==> config.mk <==
export PLATFORM = sky130hd
export DESIGN_NAME = monitor_tx_responder
export DESIGN_NICKNAME = d
export VERILOG_FILES = /design/src/rtl/monitor_tx_responder.sv
export SDC_FILE = /design/constraint.sdc
export NUM_CORES = 1
export LEC_CHECK = 0
export CAP_MARGIN = 20
export CORE_ASPECT_RATIO = 1.1
export CORE_MARGIN = 8
export CORE_UTILIZATION = 50
export DETAILED_ROUTE_END_ITERATION = 16
export PLACE_DENSITY = 0.79
export SLEW_MARGIN = 15
export SYNTH_ARGS = -nofsm -noshare
export SYNTH_HDL_FRONTEND = slang
export SYNTH_SLANG_ARGS = --single-unit
==> constraint.sdc <==
create_clock -name clk50 -period 3.15 [get_ports clk50]
set_input_delay 0.63 -clock clk50 [delete_from_list [all_inputs] [get_ports clk50]]
set_output_delay 0.63 -clock clk50 [all_outputs]
set_load 0.01 [all_outputs]
==> src/rtl/monitor_tx_responder.sv <==
// READ-response streamer: sends cmd, data_size, payload and an XOR checksum
// one byte at a time through uart_tx, honouring host flow control.
module monitor_tx_responder #(
  parameter int unsigned MAX_PAYLOAD_BYTES = 16,
  parameter int unsigned ADDR_W            = 4,
  parameter int unsigned BUSY_TIMEOUT      = 1000,
  parameter int unsigned DONE_TIMEOUT      = 10000
) (
  input  logic              clk50,
  input  logic              reset_n,
  input  logic              start,
  input  logic [7:0]        cmd,
  input  logic [7:0]        data_size,
  output logic [ADDR_W-1:0] rd_addr,
  input  logic [7:0]        rd_data,
  input  logic              host_ready_n,
  output logic              tx_write,
  output logic [7:0]        tx_byte,
  input  logic              tx_busy,
  output logic              busy,
  output logic              done,
  output logic              error,
  output logic [7:0]        bytes_sent
);

  localparam int unsigned CNT_W = $clog2(DONE_TIMEOUT + 1);
  localparam logic [CNT_W-1:0] BUSY_LAST = CNT_W'(BUSY_TIMEOUT - 1);
  localparam logic [CNT_W-1:0] DONE_LAST = CNT_W'(DONE_TIMEOUT - 1);
  localparam logic [CNT_W-1:0] CNT_MAX   = {CNT_W{1'b1}};

  typedef enum logic [2:0] {
    IDLE, FETCH, LOAD, WAIT_RDY, LAUNCH, WAIT_BUSY, WAIT_DONE, FINISH
  } state_t;

  state_t            state_q, state_d;
  logic [7:0]        idx_q, idx_d;
  logic [7:0]        cmd_q, cmd_d;
  logic [7:0]        size_q, size_d;
  logic [7:0]        csum_q, csum_d;
  logic [CNT_W-1:0]  cnt_q, cnt_d;
  logic [ADDR_W-1:0] rd_addr_d;
  logic              tx_write_d, busy_d, done_d, error_d;
  logic [7:0]        tx_byte_d, bytes_sent_d;
  logic [7:0]        last_idx, next_idx, byte_sel;
  logic              go_finish;

  assign last_idx = size_q + 8'd2;
  assign next_idx = idx_q + 8'd1;

  // Source of the byte being loaded: header, checksum or payload memory.
  always_comb begin
    if (idx_q == 8'd0)          byte_sel = cmd_q;
    else if (idx_q == 8'd1)     byte_sel = size_q;
    else if (idx_q == last_idx) byte_sel = csum_q;
    else                        byte_sel = rd_data;
  end

  always_ff @(posedge clk50 or negedge reset_n) begin
    if (!reset_n) begin
      state_q    <= IDLE;
      idx_q      <= '0;
      cmd_q      <= '0;
      size_q     <= '0;
      csum_q     <= '0;
      cnt_q      <= '0;
      rd_addr    <= '0;
      tx_write   <= 1'b0;
      tx_byte    <= '0;
      busy       <= 1'b0;
      done       <= 1'b0;
      error      <= 1'b0;
      bytes_sent <= '0;
    end else begin
      state_q    <= state_d;
      idx_q      <= idx_d;
      cmd_q      <= cmd_d;
      size_q     <= size_d;
      csum_q     <= csum_d;
      cnt_q      <= cnt_d;
      rd_addr    <= rd_addr_d;
      tx_write   <= tx_write_d;
      tx_byte    <= tx_byte_d;
      busy       <= busy_d;
      done       <= done_d;
      error      <= error_d;
      bytes_sent <= bytes_sent_d;
    end
  end

  always_comb begin
    state_d      = state_q;
    idx_d        = idx_q;
    cmd_d        = cmd_q;
    size_d       = size_q;
    csum_d       = csum_q;
    rd_addr_d    = rd_addr;
    tx_write_d   = tx_write;
    tx_byte_d    = tx_byte;
    busy_d       = busy;
    done_d       = 1'b0;
    error_d      = error;
    bytes_sent_d = bytes_sent;
    go_finish    = 1'b0;

    case (state_q)
      IDLE: begin
        if (start) begin
          cmd_d        = cmd;
          size_d       = data_size;
          error_d      = 1'b0;
          bytes_sent_d = '0;
          csum_d       = '0;
          idx_d        = '0;
          busy_d       = 1'b1;
          if (32'(data_size) > MAX_PAYLOAD_BYTES) begin
            error_d   = 1'b1;
            go_finish = 1'b1;
          end else begin
            state_d = LOAD;
          end
        end
      end
      FETCH: state_d = LOAD;
      LOAD: begin
        tx_byte_d = byte_sel;
        if (idx_q != last_idx) csum_d = csum_q ^ byte_sel;
        state_d = WAIT_RDY;
      end
      WAIT_RDY: begin
        if (!host_ready_n) begin
          tx_write_d = 1'b1;
          state_d    = LAUNCH;
        end
      end
      LAUNCH: state_d = WAIT_BUSY;
      // tx_write stays high until uart_tx acknowledges on its slower clock.
      WAIT_BUSY: begin
        if (tx_busy) begin
          tx_write_d = 1'b0;
          state_d    = WAIT_DONE;
        end else if (cnt_q == BUSY_LAST) begin
          error_d   = 1'b1;
          go_finish = 1'b1;
        end
      end
      WAIT_DONE: begin
        if (!tx_busy) begin
          bytes_sent_d = bytes_sent + 8'd1;
          if (idx_q == last_idx) begin
            go_finish = 1'b1;
          end else begin
            idx_d = next_idx;
            if (next_idx >= 8'd2 && next_idx <= size_q + 8'd1) begin
              rd_addr_d = ADDR_W'(idx_q - 8'd1);
              state_d   = FETCH;
            end else begin
              state_d = LOAD;
            end
          end
        end else if (cnt_q == DONE_LAST) begin
          error_d   = 1'b1;
          go_finish = 1'b1;
        end
      end
      FINISH:  state_d = IDLE;
      default: state_d = IDLE;
    endcase

    if (go_finish) begin
      state_d    = FINISH;
      busy_d     = 1'b0;
      done_d     = 1'b1;
      tx_write_d = 1'b0;
    end

    // Per-state cycle counter, restarted on every state change.
    if (state_d != state_q)  cnt_d = '0;
    else if (cnt_q != CNT_MAX) cnt_d = cnt_q + CNT_W'(1);
    else                     cnt_d = cnt_q;
  end

endmodule
# After elaboration in Yosys (flattened, before gate mapping)
# Cells that the tools add are included.
[classes]
order_cmp = 3
bitwise_logic = 3
eq_ne = 24
n_reduce_logical = 18
add_sub_neg = 6
muxes = 44
[op_table]
columns = ["operator", "n"]
rows = [
  ["2-to-1 mux 8 bit", 8],
  ["case mux 8 bit (2 select lines)", 3],
  ["2-to-1 mux 14 bit", 2],
  ["adder 8 x 1 -> 8 bit, second input constant", 3],
  ["case mux 3 bit (8 select lines)", 1],
  ["2-to-1 mux 3 bit", 7],
  ["2-to-1 mux 1 bit", 19],
  ["!= test 2 bit, second input constant", 8],
  ["adder 14 x 1 -> 14 bit, second input constant", 1],
  ["equality test 14 x 10 -> 1 bit, second input constant", 1],
  ["equality test 14 bit, second input constant", 1],
  ["!= test 14 bit, second input constant", 1],
  ["equality test 3 bit, second input constant", 4],
  ["nonzero test 2 bit", 5],
  ["AND reduction 3 bit", 3],
  ["adder 8 x 2 -> 8 bit, second input constant", 1],
  ["equality test 8 x 1 -> 1 bit, second input constant", 1],
  ["equality test 8 bit", 1],
  [">= comparator 8 x 2 -> 1 bit, second input constant", 1],
  ["> comparator 8 x 5 -> 1 bit, second input constant", 1],
  ["less-or-equal comparator 8 bit", 1],
  ["logical NOT 8 bit", 1],
  ["!= test 8 bit", 1],
  ["AND reduction 4 bit", 2],
  ["other kinds (15)", 21],
]
[totals]
register_bits = 73
word_cells = 111

# Longest topological paths before layout
[logic_depth]
ltp_word = 10
mapped_depth = 12
depth_no_buf = 11

# Worst setup path before layout
# OpenSTA, ideal clock, no wires.
[synth_path]
path_kind = "reg2reg"
from = "register idx_q[0]"
to = "register rd_addr[0]"
period_less_slack_ps = 3075
setup_slack_ps = 75
setup_ps = 128
n_path_buf = 0
t_required_ps = 3022
stages_incl_launch_ff = 12
arrival_time_ps = 2947
path_cell_list = "dfrtp_1 -> ha_1 -> nand3_1 -> xnor2_1 -> ha_1 -> nand4_1 -> a21oi_1 -> a2111oi_0 -> o21bai_1 -> a311o_1 -> a21oi_2 -> mux2_1"
[synth_via]
elab_chain_len = 4
[synth_rtl]
columns = ["item", "line_no", "source"]
rows = [
  ["from (decl)", "36", "logic [7:0] idx_q, idx_d;"],
  ["from (signal assigned)", "75", "idx_q <= idx_d;"],
  ["adder 8 x 1 -> 8 bit", "48", "assign next_idx = idx_q + 8'd1;"],
  [">= comparator 8 x 2 -> 1 bit or less-or-equal comparator 8 bit (tied branches)", "153", "if (next_idx >= 8'd2 && next_idx <= size_q + 8'd1) begin"],
  ["logical AND 1 bit", "153", ""],
  ["AND reduction 4 bit (no line)", "--", ""],
  ["to (signal assigned)", "80", "rd_addr <= rd_addr_d;"],
  ["to (decl)", "14", "output logic [ADDR_W-1:0] rd_addr,"],
]
# Several ways; a longest one is shown, not always the timed one.
# A chain may end at the register's enable or synchronous reset.

# Final worst setup path
[layout_path]
from = "register size_q[1]"
to = "register rd_addr[3]"
[layout_via]
elab_chain_len = 4
[layout_rtl]
columns = ["item", "line_no", "source"]
rows = [
  ["from (decl)", "38", "logic [7:0] size_q, size_d;"],
  ["from (signal assigned)", "77", "size_q <= size_d;"],
  ["adder 8 x 1 -> 8 bit or adder 8 x 2 -> 8 bit (tied branches)", "153, 47", ""],
  ["less-or-equal comparator 8 bit or equality test 8 bit (tied branches)", "153, 149", ""],
  ["logical AND 1 bit or inverter 1 bit (tied branches)", "--", ""],
  ["AND reduction 4 bit (no line) *", "--", ""],
]
# Mark *: on every way between the ends. The rest lies on a longest branch, timed or not.

==> run metrics <==
minimum clock period after layout 3.02 ns; post-route clock period utilization 95.9%; fin area 5770 um2; GR Util met1 between 20% and 30%; Net Sw Frac 42.5%; # IOs 53; HPWL after DPL 8670 um; clk_skew 0.0101 ns; power share of the combinational group 51.8%; Num CTS Buffers 9; # diodes 0; Reg2Reg Depth 11; fin nets about 640; DRT iter0 DRCs 245; Die ar. about 13000 um2; Worst Hold Class in -> async; Yosys top cell area share 38.9%; synth top area cells dfrtp_1 (39%), nand2_1 (6.7%), nor2_1 (4.5%); #FFs+latches synth 73; Final Hold Fails 0; Synth area leader dfrtp_1; port buffer count 52; CTS Sinks 73; max incr delay on CP around 0.42 ns; Skew-Pair Late Insertion Delay 0.35 ns; sequential power share 32.4%; largest net degree at the start of global routing 74; status finished, final reports clean; Top delay family on crit path compound AO/OA/AOI/OAI gates; Starting Density about 51%; Worst setup SP type register; Max-Cap Viols 0; All-Layer GR Usage 19.5%; die height between 100 and 150 um; Cell Area, Synth 4700 um2; slew margin rel. 58.8%; yosys warns 0; H-tree depth 3; placed instance area between 5000 and 6000 um2; Post-synth EDFFs 0; Avg WL per Cell 16.7 um; Hold Worst Slack 0.269 ns; Pleak 2.45 nW; crit-path cells ha_1, nand4_1, xor2_1, ha_1, buf_4, a2111oi_4, buf_4, o21bai_1, a311o_1, a21oi_4, mux2_1; Top FF cell, synth dfrtp_1; peak supply drop 0.000423 V; total number of vias 4110; clock buffer depth 2; Netlist cell types 63; WP data arrival 3.26 ns; Pins Over Slew Limit 0; fmax ~330 MHz; ys async rst share 100%; critical path class reg -> reg; vias in the first global route between 4000 and 5000; post-route ant nets 0; reg-to-reg slack, setup 0.13 ns; Clock Pin Slew Worst Setup and Hold Paths roughly 0.090 ns; Slew @ Worst Pin 0.612 ns; Setup crit start size_q[1]$_DFFE_PN0P_; CP Capture Point rd_addr[3]$_DFFE_PN0P_; post-synthesis sequential area ratio 38.9%; Final Setup Violations 0; Post-Synthesis Cells 528; # rows 37; Worst path slowest cell dfrtp_1; Pre-Repair DR Iteration Count 5; CP Max Fanout 4; worst path bufs/invs 2; antenna violations before repair 0; Pint 2.79 mW; Root Buffer clkbuf_8; Vias per Instance 5.69; Stages on worst setup path 11; synthesis-to-finish area growth 22.8%; GR Overflow Total 0; CORE AREA 9260 um2; Mapped Avg Cell Area about 8.9 um2; first-pass GRT wire length 20200 um; GP Congestion 0.911; Worst EP required 3.39 ns; P per Cell Area 843 nW/um2; Final Routed Wirelength 12100 um; FF-to-FF Start size_q[1]$_DFFE_PN0P_; critical path capture point type register; clock network fraction of total power 15.9%; reg2reg end rd_addr[3]$_DFFE_PN0P_; met2 GRT Util 31.3%; Net Switching 2.07 mW; gr busiest metal met2; syn_nets 572; CTS tree done; met3 usage 4.33%; drt drc 0; die width 108 um; layout cell share with drive strength beyond 1 13.9%
==> worst reg2reg max path, delay by kind of cell (launching register included) <==
family	cells	cell delay, ns
and+or+nand+nor	1	0.10
xor gates and xnor gates	1	0.21
buffers and inverters	2	0.31
DFF	1	0.42
adders and majority gates	2	0.54
muxes	1	0.35
AOI/OAI and AO/OA	4	0.98
==> metrics by stage <==
step           util, %  setup TNS [ns]  setup WS [ns]  instances  power (mW)
4_1_cts           61.9               0        0.00945        719        4.84
2_1_floorplan        -               0         0.0754        528        3.18
3_3_place_gp      59.5               0         0.0467        703        3.94
3_5_place_dp      59.5          -0.114        -0.0448        703        4.03
6_report          62.3               0          0.129        722        4.86
5_1_grt           62.3         -0.0141        -0.0141        722        5.22
==> state kept, by name (all words and copies together) (netlist names) <==
register / cells
busy: 1
rd_addr: 4
bytes_sent: 8
size_q: 8
state_q: 3
csum_q: 8
error: 1
tx_write: 1
cnt_q: 14
tx_byte: 8
cmd_q: 8
done: 1
idx_q: 8
==> worst min path at each step <==
stage | cells after the start | slack (ns) | startpoint | end
after CTS | 2 | 0.31 | reset_n | idx_q[4]$_DFFE_PN0P_
final | 2 | 0.27 | reset_n | size_q[4]$_DFFE_PN0P_
after floorplan | 0 | 0.33 | reset_n | busy$_DFFE_PN0P_
after global placement | 1 | 0.47 | rd_addr[0]$_DFFE_PN0P_ | rd_addr[0]$_DFFE_PN0P_
after detailed placement | 1 | 0.48 | rd_addr[2]$_DFFE_PN0P_ | rd_addr[2]$_DFFE_PN0P_
after global routing | 2 | 0.30 | reset_n | idx_q[5]$_DFFE_PN0P_
==> per-layer routing <==
metal	vias up	wire, um
li1	1984	-
met1	1992	5270
met2	114	5860
met3	20	701
met4	0	233
met5	-	0
==> logic make-up (layout without fill, tap and decap cells) <==
group | Yosys count | in the layout | share of synthesized area, %
multiplexers | 22 | 22 | 4.79
flip-flops | 73 | 73 | 38.9
AO/OA/AOI/OAI | 80 | 80 | 12.5
buffers and inverters | 44 | 121 | 4.85
AND/OR/NAND/NOR | 253 | 253 | 27.3
XOR/XNOR | 41 | 41 | 7.64
adder cells (fa/ha/maj) | 15 | 15 | 3.99
==> repair_timing <==
| action | in CTS | in global routing |
|---|---|---|
| endpoints found under the setup margin | 4 | 5 |
| hold buffers | 0 | 0 |
| pin swaps | 0 | 3 |
| setup buffers | 0 | 3 |
| hold endpoints to repair | 0 | 0 |
| resized for setup | 4 | 3 |
==> layout make-up <==
cell class | count | area, um2
fill | 812 | 3490
timing repair buffer | 93 | 861
tap | 117 | 146
clock inverter | 6 | 67.6
sequential | 73 | 1830
inverter | 12 | 45.0
multi-input combinational | 411 | 2680
clock buffer | 10 | 138
==> cells in the mapped netlist (2+ instances only) <==
cell type	count
a21oi_1	17
a22o_1	4
a311oi_1	8
mux2_1	3
nand3_1	23
a31oi_1	2
a32oi_1	7
o21ai_0	17
nand4_1	11
ha_1	15
dfrtp_1	73
xor2_1	22
buf_2	6
xnor2_1	19
o2111a_1	2
or3_1	17
inv_1	12
nand2_1	84
nor2b_1	3
nor3_1	8
buf_6	2
buf_4	2
mux2i_1	18
buf_12	2
clkbuf_1	20
nor2_1	56
nor3b_1	4
and3_1	8
nor4_1	5
o21a_1	3
nand2b_1	14
nor2_4	10
==> power by group through the flow <==
stage               clock network [mW]  logic [mW]  registers (mW)
global placement                     0        2.38            1.56
finish                           0.771        2.52            1.57
floorplan                            0        1.69            1.49
global route                     0.823        2.78            1.62
detailed placement                   0        2.45            1.58
CTS                              0.785        2.48            1.57
==> placed cells by master (no fill, tap or decap), drive strengths merged, types with 3 or more instances in the layout <==
master | synthesis | routed
clkdlybuf4s50 | 0 | 51
nand4 | 11 | 11
clkbuf | 20 | 10
nor3 | 9 | 9
o21a | 3 | 3
buf | 12 | 42
nor3b | 4 | 4
a311oi | 8 | 8
clkinv | 0 | 3
a32oi | 7 | 7
nand3 | 24 | 24
mux2i | 18 | 18
xnor2 | 19 | 19
inv | 12 | 12
and3 | 8 | 8
ha | 15 | 15
dfrtp | 73 | 73
nor2 | 67 | 67
xor2 | 22 | 22
nor4 | 6 | 6
mux2 | 4 | 4
a22o | 4 | 4
nand2b | 14 | 14
o21ai | 18 | 18
nor2b | 3 | 3
a21oi | 18 | 18
or3 | 17 | 17
nand2 | 84 | 84
(Power assumes the default switching activity.)
